`src/rtl/sum_req_issuer_pkg.sv`:
```
// sum_req_issuer_pkg: shared state encoding and operand-pair record for the adder request issuer.
package sum_req_issuer_pkg;
  localparam int SUM_W = 20;
  typedef enum logic [1:0] {IDLE, WAIT, HOLD} issuer_state_t;
  typedef struct packed {
    logic [SUM_W-1:0] a;
    logic [SUM_W-1:0] b;
  } operand_pair_t;
endpackage

```
`src/rtl/sum_req_fifo.sv`:
```
// sum_req_fifo: synchronous FIFO of operand pairs with count-based full/empty and a registered-head read port.
module sum_req_fifo
  import sum_req_issuer_pkg::*;
#(
  parameter int  DEPTH = 4,
  parameter type T     = operand_pair_t
) (
  input  logic clk,
  input  logic rst_n,
  input  logic push_i,
  input  logic pop_i,
  input  T     din_i,
  output logic full_o,
  output logic empty_o,
  output T     head_o
);
  localparam int AW = $clog2(DEPTH);
  logic [AW-1:0] wr_q, rd_q;
  logic [AW:0]   cnt_q;
  T              mem [DEPTH];
  always_ff @(posedge clk or negedge rst_n) begin
    if (!rst_n) begin
      wr_q  <= '0;
      rd_q  <= '0;
      cnt_q <= '0;
    end else begin
      if (push_i) wr_q <= wr_q + 1'b1;
      if (pop_i) rd_q <= rd_q + 1'b1;
      cnt_q <= cnt_q + {{AW{1'b0}}, push_i} - {{AW{1'b0}}, pop_i};
    end
  end
  always_ff @(posedge clk) begin
    if (push_i) mem[wr_q] <= din_i;
  end
  assign full_o  = cnt_q == (AW+1)'(DEPTH);
  assign empty_o = cnt_q == '0;
  assign head_o  = mem[rd_q];
endmodule

```
`src/rtl/sum_req_issuer.sv`:
```
// sum_req_issuer: buffers operand pairs, issues one start/a/b request at a time and returns the adder sum downstream.
// Define SUM_REQ_ISSUER_TIMEOUT_EN to add a WAIT-state watchdog that reports a missing adder response via res_err.
module sum_req_issuer
  import sum_req_issuer_pkg::*;
#(
  parameter int W       = 20,
  parameter int DEPTH   = 4,
  parameter int TIMEOUT = 8
) (
  input  logic         clk,
  input  logic         rst_n,
  input  logic         in_valid,
  output logic         in_ready,
  input  logic [W-1:0] in_a,
  input  logic [W-1:0] in_b,
  output logic         start,
  output logic [W-1:0] a,
  output logic [W-1:0] b,
  input  logic         valid,
  input  logic [W-1:0] y,
  output logic         res_valid,
  input  logic         res_ready,
  output logic [W-1:0] res_sum,
  output logic         res_err
);
  typedef struct packed {
    logic [W-1:0] a;
    logic [W-1:0] b;
  } pair_t;
  pair_t         head, din;
  logic          full, empty, pop;
  issuer_state_t state_q;
  assign in_ready = !full;
  assign din      = pair_t'{a: in_a, b: in_b};
  assign pop      = state_q == IDLE && !empty && !res_valid;
  sum_req_fifo #(.DEPTH(DEPTH), .T(pair_t)) u_fifo (
    .clk     (clk),
    .rst_n   (rst_n),
    .push_i  (in_valid && in_ready),
    .pop_i   (pop),
    .din_i   (din),
    .full_o  (full),
    .empty_o (empty),
    .head_o  (head)
  );
`ifdef SUM_REQ_ISSUER_TIMEOUT_EN
  localparam int CW = $clog2(TIMEOUT + 1);
  logic [CW-1:0] cnt_q;
  logic [CW-1:0] cnt_d;
  assign cnt_d = cnt_q + 1'b1;
`else
  assign res_err = 1'b0;
`endif
  always_ff @(posedge clk or negedge rst_n) begin
    if (!rst_n) begin
      state_q   <= IDLE;
      start     <= 1'b0;
      a         <= '0;
      b         <= '0;
      res_valid <= 1'b0;
      res_sum   <= '0;
`ifdef SUM_REQ_ISSUER_TIMEOUT_EN
      res_err   <= 1'b0;
      cnt_q     <= '0;
`endif
    end else begin
      case (state_q)
        IDLE: begin
          start <= pop;
          if (pop) begin
            a       <= head.a;
            b       <= head.b;
            state_q <= WAIT;
          end
        end
        WAIT: begin
          start <= 1'b0;
          if (valid) begin
            res_sum   <= y;
            res_valid <= 1'b1;
            state_q   <= HOLD;
`ifdef SUM_REQ_ISSUER_TIMEOUT_EN
            res_err   <= 1'b0;
            cnt_q     <= '0;
          end else if (cnt_d == CW'(TIMEOUT)) begin
            res_sum   <= '0;
            res_err   <= 1'b1;
            res_valid <= 1'b1;
            state_q   <= HOLD;
            cnt_q     <= '0;
          end else begin
            cnt_q <= cnt_d;
`endif
          end
        end
        HOLD: begin
          if (res_ready) begin
            res_valid <= 1'b0;
            state_q   <= IDLE;
          end
        end
        default: state_q <= IDLE;
      endcase
    end
  end
endmodule

```
`config.mk`:
```
export PLATFORM = sky130hd
export DESIGN_NAME = sum_req_issuer
export DESIGN_NICKNAME = d
export VERILOG_FILES = /design/src/rtl/sum_req_issuer_pkg.sv /design/src/rtl/sum_req_fifo.sv /design/src/rtl/sum_req_issuer.sv
export SDC_FILE = /design/constraint.sdc
export NUM_CORES = 1
export LEC_CHECK = 0
export ABC_AREA = 1
export CORE_ASPECT_RATIO = 1.75
export CORE_UTILIZATION = 44
export DETAILED_ROUTE_END_ITERATION = 10
export GPL_ROUTABILITY_DRIVEN = 1
export MAX_ROUTING_LAYER = met4
export PLACE_DENSITY = 0.7
export SLEW_MARGIN = 25
export SYNTH_ARGS = -nofsm -noshare
export SYNTH_HDL_FRONTEND = slang
export SYNTH_HIERARCHICAL = 1
export SYNTH_SLANG_ARGS = --single-unit
```
`constraint.sdc`:
```
create_clock -name clk -period 2 [get_ports clk]
set_input_delay 0.6 -clock clk [delete_from_list [all_inputs] [get_ports clk]]
set_output_delay 0.6 -clock clk [all_outputs]
set_load 0.1 [all_outputs]
```
==> results of run 1 <==
## sequential cells by signal, summed over array words and instances (netlist names), 2 cells and up
| signal | flops |
|---|---|
| u_fifo/cnt_q | 3 |
| u_fifo/mem | 160 |
| res_sum | 20 |
| state_q | 2 |
| a | 20 |
| u_fifo/rd_q | 2 |
| u_fifo/wr_q | 2 |
| b | 20 |
## path summary, 6_finish.rpt
| check | end | start |
|---|---|---|
| min | res_sum[15] | rst_n |
| max in group asynchronous | b[12] | rst_n |
| min reg2reg | a[16] | a[16] |
| min in group clk | a[16] | a[16] |
| max reg2reg | u_fifo/cnt_q[2] | u_fifo/cnt_q[2] |
| max | in_ready | u_fifo/cnt_q[1] |
## synthesized netlist by cell type, drive strengths merged
master    n  area, um2
conb      1       3.75
o21ai     3       15.0
edfxtp  160       4800
ha        6       75.1
clkbuf   11        121
nor2      4       25.0
inv     179        672
nand4    20        125
nand3   123        621
fa        1       20.0
nor3      1       5.00
dfrtp    71       1780
xor2      3       26.3
buf      38        236
nand2   338       1280
## per-layer routing
layer / routed length [um] / up-vias
met5: 0 / -
met4: 799 / 0
met3: 864 / 52
met2: 11700 / 172
met1: 7810 / 3141
li1: - / 3282
## timing repair
item / 4_1_cts / 5_1_grt
hold endpoints to repair: 20 / 0
pin swaps: 1 / 2
hold buffers: 1 / 0
endpoints found under the setup margin: 1 / 2
buffers inserted: 3 / 1
resized for setup: 6 / 4
## through the flow
stage,hold WS [ns],util,TNS [ns]
final,0.533,0.597,0
after CTS,0.527,0.596,0
after floorplan,0.304,-,-0.0993
after global placement,0.507,0.559,-22.08
after global routing,0.548,0.597,-0.0417
after detailed placement,0.507,0.559,-23.19
## logic make-up (layout without fill, tap and decap cells)
kind of cell    Yosys count  in the layout  synth area share
simple gates            486            486             0.209
flops                   231            231             0.671
buf+inv                 228            375             0.105
fa+ha+maj                 7              7           0.00970
compound gates            3              3           0.00153
xor+xnor                  3              3           0.00268
other cells               1              2          0.000383
## layout make-up
cell class / instances / area share
sequential: 231 / 0.509
timing repair buffer: 160 / 0.180
multi-input combinational: 500 / 0.172
inverter: 179 / 0.0531
clock buffer: 22 / 0.0417
tap: 292 / 0.0282
clock inverter: 14 / 0.0164
antenna: 1 / 0.000193
## worst max-delay path, cell delays in order, from the launching register on
cell and delay (ns):
dfrtp_2 0.44, inv_2 0.08, nand2_4 0.06, nor2_4 0.09, inv_2 0.05, buf_12 0.16
==> summary.md, run 1 <==
| Metric | Value |
|---|---|
| Status | `complete, no violations` |
| Total global routing overflow | `0` |
| Initial DRC Count | `just over 500` |
| M2 GR Usage | `0.370` |
| Initial antenna violation count | `1` |
| Met1 global-route usage | `0.213` |
| Crit path capture type | `output pin` |
| Total iterations of the first detailed-routing run | `5` |
| Dpl cells | `roughly 1400` |
| Final setup viols | `0` |
| I/O pin count | `129` |
| Net count, final | `roughly 1200` |
| Unique cell type count in the Yosys netlist | `25` |
| Syn Area/Cell | `10.2 um2` |
| DRC | `0` |
| Fraction of layout cells with a size suffix above 1 | `0.138` |
| Skew final | `0.0110 ns` |
| Hold Crit Class | `primary input to async pin` |
| Setup Slack @ Placement | `-0.191 ns` |
| Die Height | `199 um` |
| DIE WIDTH | `approximately 110 um` |
| TritonCTS clock tree | `done` |
| First-pass GRT wire length | `34300 um` |
| Worst-path fanout max | `3` |
| Core Area | `0.0217 mm2` |
| Total GRT Usage | `0.200` |
| CTS Buf Count | `20` |
| Maximum clock insertion buffer count | `3` |
| Design area | `0.0129 mm2` |
| Yosys Warn Count | `6` |
| Fin. Hold Viols | `0` |
| Synthesized instance count | `959` |
| CP Data Arrival Time | `1.37 ns` |
| Sequential share of the synthesized area | `0.671` |
| Port Buffers | `127` |
| WL/cell | `roughly 15 um` |
| PnR worst setup slack | `between 0.02 and 0.03 ns` |
| Total placed instance area | `0.0121 mm2` |
| Area of the multi-input gates | `0.00223 mm2` |
| CP startpoint kind | `register` |
| Hpwl dp | `13900 um` |
| Worst skew pair latency | `0.49 ns` |
| Clock Sinks | `231` |
| Final worst path period need | `1.97 ns` |
| Cell Rows | `71` |
| Net Count, Synth | `between 1000 and 1500` |
| Cell Area, Synth | `0.00980 mm2` |
| Die Area | `0.0229 mm2` |
| Max-cap violations | `0` |
| H-tree Lvls | `1` |
| GRT busiest layer | `met2` |
| CP required | `~1.4 ns` |
| Root Driver | `clkbuf_16` |
| Reg2Reg Setup Slack | `0.10 ns` |
| CP Class | `register to output pin` |
| Number of vias per cell | `4.75` |
| Final Cycle Share | `0.987` |
| Commonest non-fill, non-tap cell in the layout | `nand2_1` |
| Slew Viols, Final | `0` |
| WL final | `roughly 21000 um` |
| Most frequent cells in the layout | `nand2_1, inv_1, edfxtp_1` |
| Area delta synth->final | `32.1%` |
| RSZ-0062 raised after global routing | `yes` |
| Largest net degree at the start of global routing | `83` |
| Synth Register Bits | `231` |
| Seq. cell area | `0.00659 mm2` |
| Vias in the first global route | `just under 7000` |
| Final antenna-violating net count | `0` |
| FILL cells | `1735` |
| Via count | `6647` |
| Initial core utilization | `0.452` |
| GR Util met3 | `0.0240` |
| Reg2Reg Depth | `11` |
| Highest Clock Rate | `about 500 MHz` |
| Final Non-Filler Cells | `between 1000 and 1500` |
| Routability cong. | `0.771` |
| Clk slew on worst S/H paths | `0.07 ns` |
Power of run 1 is not shown: default switching activity piles up to over one toggle a cycle in this logic, so the estimate is an artifact.
==> run 2: changes to the inputs <==
--- a/config.mk
+++ b/config.mk
@@ -12,6 +12,7 @@
 export GPL_ROUTABILITY_DRIVEN = 1
 export MAX_ROUTING_LAYER = met4
 export PLACE_DENSITY = 0.7
+export SKIP_CTS_REPAIR_TIMING = 1
 export SLEW_MARGIN = 25
 export SYNTH_ARGS = -nofsm -noshare
 export SYNTH_HDL_FRONTEND = slang
==> run 2 against run 1 <==
Compared with the run above:
- highest routed layer unchanged
- worst setup slack worse by 0.038 ns
- clock-buffer cell count stayed put
- the flow now finishes with violations (negative setup slack)
- sequential share of layout area is essentially flat
- worst hold slack barely moved
- maximum frequency shrank 1.9%
- first-iteration DRC count is 2.3% higher
- global-route usage down 0.12 points
- utilization about the same
- die area stayed put
==> summary.md, run 2 (synthesis gave the netlist of run 1 again) <==
| Metric | Value |
|---|---|
| Status | `finished with violations` |
| Failing checks | `negative setup slack` |
| PnR worst setup slack | `-0.0115 ns` |
| Max-cap violations | `0` |
| WL/cell | `15.2 um` |
| Clk slew on worst S/H paths | `roughly 0.070 ns` |
| Initial DRC Count | `around 530` |
| Clock Sinks | `approximately 230` |
| Final Cycle Share | `1.01` |
| Final setup viols | `1` |
| Skew final | `0.0126 ns` |
| Initial core utilization | `0.452` |
| Crit path capture type | `output pin` |
| Largest net degree at the start of global routing | `83` |
| CP delay by family, top | `flip-flops` |
| Final worst path period need | `2.01 ns` |
| CP max-delay cell | `dfrtp_1` |
| First-pass GRT wire length | `34000 um` |
| Total global routing overflow | `0` |
| CP startpoint kind | `register` |
| Number of vias per cell | `around 4.8` |
| Reg2reg end | `u_fifo/cnt_q[2]` |
| CP required | `~1.4 ns` |
| RSZ-0062 raised after global routing | `yes` |
| DRC | `0` |
| Reg2Reg Launch Point | `u_fifo/cnt_q[1]` |
| Most frequent cells in the layout | `nand2_1, inv_1, edfxtp_1` |
| Hold Startpoint | `a[16]` |
| Total GRT Usage | `0.199` |
| CP most frequent cell | `inv_2` |
| CP Class | `register to output pin` |
| Area delta synth->final | `32.1%` |
| Cell Rows | `71` |
| Root Driver | `clkbuf_16` |
| CP Data Arrival Time | `1.41 ns` |
| DIE WIDTH | `115 um` |
| Core Area | `between 0.02 and 0.025 mm2` |
| Vias in the first global route | `6746` |
| Port Buffers | `approximately 130` |
| Hpwl dp | `approximately 14000 um` |
| Die Height | `199 um` |
| CP cell instances | `inv_2 -> nand2_4 -> nor2_4 -> inv_2 -> buf_12` |
| Hold EP | `a[16]` |
| Critical path buffer and inverter count | `3` |
| Worst skew pair latency | `around 0.49 ns` |
| I/O pin count | `129` |
| Reg2Reg Depth | `11` |
| Worst-path fanout max | `3` |
| Highest Clock Rate | `497 MHz` |
| Final antenna-violating net count | `0` |
| Largest Register | `u_fifo/mem` |
| Routability cong. | `0.771` |
| Via count | `6644` |
| Die Area | `0.0229 mm2` |
| Largest register FFs | `160` |
| Hold Crit Class | `register to register` |
| Reg2Reg Setup Slack | `~0.08 ns` |
| H-tree Lvls | `1` |
| Slew Viols, Final | `0` |
| Setup TNS | `-0.0115 ns` |
| Fraction of layout cells with a size suffix above 1 | `0.139` |
| CP peak stage delay | `0.43 ns` |
| Initial antenna violation count | `1` |
| Fin. Hold Viols | `0` |
| Net count, final | `between 1000 and 1500` |
| WL final | `21200 um` |
| Commonest non-fill, non-tap cell in the layout | `nand2_1` |
| WHS Path Cells | `2` |
| Maximum clock insertion buffer count | `3` |
| FILL cells | `1736` |
| CTS Buf Count | `20` |
| Total iterations of the first detailed-routing run | `5` |
| TritonCTS clock tree | `done` |
==> run 2: changes by cell type in the layout (fill, tap and decap cells not counted), sizes merged <==
| cell | change |
|---|---|
| buf | -2 |
==> run 2: worst max-delay path by stage <==
stage                               start           endpoint  slack, ns  cells past startpoint
after CTS                 u_fifo/cnt_q[1]           in_ready      -0.11                      5
final                     u_fifo/cnt_q[1]           in_ready      -0.01                      5
after detailed placement         in_valid  u_fifo/mem[0][16]      -0.19                      7
after floorplan                 res_valid    u_fifo/cnt_q[2]      -0.06                     11
after global placement           in_valid  u_fifo/mem[0][16]      -0.17                      7
after global routing      u_fifo/cnt_q[1]           in_ready      -0.06                      5
==> run 2: worst register-to-register path, stage by stage, from the launching register on <==
cell	delay, ns
dfrtp_1	0.43
nor3_4	0.24
nor2_4	0.07
nand2_4	0.07
inv_4	0.04
ha_4	0.24
inv_1	0.04
ha_2	0.17
fa_2	0.39
inv_2	0.05
nand3_1	0.06
nand2_1	0.06
==> run 2: layout make-up <==
cell class / instances / area, um2 / share of cell area
diodes: 1 / 2.50 / 0.000193
clock buffers: 22 / 539 / 0.0416
clock inverters: 14 / 213 / 0.0164
inverters: 179 / 689 / 0.0532
multi-input cells: 500 / 2240 / 0.173
flip-flops and latches: 231 / 6590 / 0.509
well taps: 292 / 365 / 0.0282
repair buffers: 158 / 2310 / 0.178
==> run 2: layer usage <==
metal  global-route usage  part of all wire  up-vias
li1                     -                 -     3274
met1                0.212              0.37     3147
met2                0.369              0.55      177
met3               0.0237             0.042       46
met4               0.0842             0.034        0
met5                    -                 0        -
==> run 2: per-stage QoR <==
stage,area [um2],setup slack (ns),util,hold slack (ns),instances
2_1_floorplan,9830,-0.0617,-,0.304,959
3_3_place_gp,12100,-0.170,0.559,0.507,1357
3_5_place_dp,12100,-0.191,0.559,0.507,1357
4_1_cts,12900,-0.115,0.594,-0.0202,1393
5_1_grt,12900,-0.0559,0.597,0.548,1397
6_report,12900,-0.0115,0.597,0.533,1397
Power of run 2 is left out for the same reason.
==> run 3: changes to the inputs <==
--- a/config.mk
+++ b/config.mk
@@ -11,7 +11,7 @@
 export DETAILED_ROUTE_END_ITERATION = 10
 export GPL_ROUTABILITY_DRIVEN = 1
 export MAX_ROUTING_LAYER = met4
-export PLACE_DENSITY = 0.7
+export PLACE_DENSITY = 0.67
 export SKIP_CTS_REPAIR_TIMING = 1
 export SLEW_MARGIN = 25
 export SYNTH_ARGS = -nofsm -noshare
==> constraint.sdc (replaced) <==
create_clock -name clk -period 2.4 [get_ports clk]
set_input_delay 0.72 -clock clk [delete_from_list [all_inputs] [get_ports clk]]
set_output_delay 0.72 -clock clk [all_outputs]
set_load 0.1 [all_outputs]
==> run 3 against run 2 <==
Compared with the run above:
- the run now ends clean
- worst setup slack improved by 0.18 ns
- critical path depth did not move
- clock-buffer cell count rose by 5
- critical path type unchanged
- critical endpoint unchanged
==> summary.md, run 3 (synthesis gave the netlist of run 1 again) <==
| Metric | Value |
|---|---|
| DIE WIDTH | `approximately 110 um` |
| Core Area | `between 0.02 and 0.025 mm2` |
| Final setup viols | `0` |
| Skew final | `0.0113 ns` |
| Hold Crit Class | `primary input to async pin` |
| Initial antenna violation count | `0` |
| I/O pin count | `~130` |
| TritonCTS clock tree | `done` |
| CP required | `1.68 ns` |
| H-tree Lvls | `1` |
| DRC | `0` |
| Setup TNS | `0 ns` |
| Status | `complete, no violations` |
| Inserted Diodes | `0` |
| Post-layout util | `0.549` |
| Cell Rows | `71` |
| CP Data Arrival Time | `1.51 ns` |
| Worst skew pair latency | `0.50 ns` |
| Fin. Hold Viols | `0` |
| Hpwl dp | `13500 um` |
| Total iterations of the first detailed-routing run | `7` |
| RSZ-0062 raised after global routing | `no` |
| CP peak stage delay | `0.40 ns` |
| Final Cycle Share | `0.931` |
| Total placed instance area | `0.0112 mm2` |
| Met3 WL post-DR | `881 um` |
| Most frequent cells in the layout | `nand2_1, inv_1, edfxtp_1` |
| Die Area | `0.0229 mm2` |
| Relative slew slack | `0.628` |
| Met1 WL | `7630 um` |
| Largest net degree at the start of global routing | `51` |
| Crit path capture type | `output pin` |
| Number of vias per cell | `4.73` |
| DR top layer | `met4` |
| Slew Viols, Final | `0` |
| CP most frequent cell | `inv_1` |
| Met2 wire length | `11700 um` |
| Slew @ Worst Pin | `0.559 ns` |
| Initial DRC Count | `329` |
| Largest Register | `u_fifo/mem` |
| Port Buffers | `127` |
| CP Class | `register to output pin` |
| Total global routing overflow | `0` |
| Clk slew on worst S/H paths | `0.06 ns` |
| Final worst path period need | `2.23 ns` |
| WL/cell | `14.9 um` |
| First-pass GRT wire length | `33200 um` |
| Highest Clock Rate | `448 MHz` |
| Vias in the first global route | `6481` |
| FILL cells | `1943` |
| Worst-path fanout max | `3` |
| CP delay by family, top | `flip-flops` |
| WL final | `just over 20000 um` |
| CP startpoint kind | `register` |
| Initial core utilization | `0.452` |
| Routability cong. | `0.761` |
| Design area | `0.0119 mm2` |
| Via count | `about 6600` |
| Maximum clock insertion buffer count | `3` |
| Area delta synth->final | `21.4%` |
| Final antenna-violating net count | `0` |
| Total GRT Usage | `0.194` |
| CP max-delay cell | `dfrtp_1` |
| CTS Buf Count | `22` |
| Net count, final | `between 1000 and 1500` |
| Root Driver | `clkbuf_16` |
| Max-cap violations | `0` |
| Fraction of layout cells with a size suffix above 1 | `0.121` |
| Commonest non-fill, non-tap cell in the layout | `nand2_1` |
| Clock Sinks | `231` |
| Critical path buffer and inverter count | `3` |
| Largest register FFs | `160` |
| CP cell instances | `inv_1 -> nand2_1 -> nor2_1 -> inv_1 -> buf_12` |
| Die Height | `199 um` |
run 3: cell types whose count changed in the layout (fill, tap and decap cells not counted), moves of 2 or more:
cell | before | now
buf_12 | 77 | 8
buf_4 | 17 | 79
bufinv_16 | 5 | 1
inv_1 | 168 | 172
clkbuf_1 | 0 | 3
clkinv_1 | 2 | 5
clkinvlp_4 | 6 | 3
clkbuf_16 | 21 | 23
clkinv_4 | 2 | 0
ha_1 | 4 | 6
run 3: worst paths after layout:
kind                                      start              end  slack (ns)  depth (start not counted)
min in group clk                     res_sum[7]       res_sum[7]        0.47                          2
worst max-delay path            u_fifo/cnt_q[1]         in_ready        0.17                          5
max in group asynchronous                 rst_n            b[17]        1.59                          2
worst min-delay path                      rst_n      res_sum[13]        0.20                          1
worst min register to register       res_sum[7]       res_sum[7]        0.47                          2
worst max register to register  u_fifo/cnt_q[1]  u_fifo/cnt_q[2]        0.29                         11
run 3: per-layer routing:
metal,track usage,vias up
li1,-,3264
met1,0.209,3128
met2,0.367,149
met3,0.0209,39
met4,0.0649,0
met5,-,-
run 3: area by class of cell:
cell class	instances	area, um2	share of cell area
sequential	231	6590	0.553
multi-input combinational	500	2200	0.185
timing repair buffer	150	1380	0.116
inverter	179	672	0.0564
clock buffer	27	601	0.0504
tap	292	365	0.0307
clock inverter	13	98.8	0.00830
run 3: metrics by stage:
| stage | hold WS, ns | setup WS, ns | cells |
|---|---|---|---|
| finish | 0.202 | 0.166 | 1392 |
| global route | 0.231 | 0.0639 | 1392 |
| CTS | 0.206 | 0.145 | 1392 |
| detailed placement | 0.460 | 0.136 | 1352 |
| global placement | 0.455 | 0.145 | 1352 |
| floorplan | 0.424 | 0.0525 | 959 |
Power of run 3 is left out for the same reason.
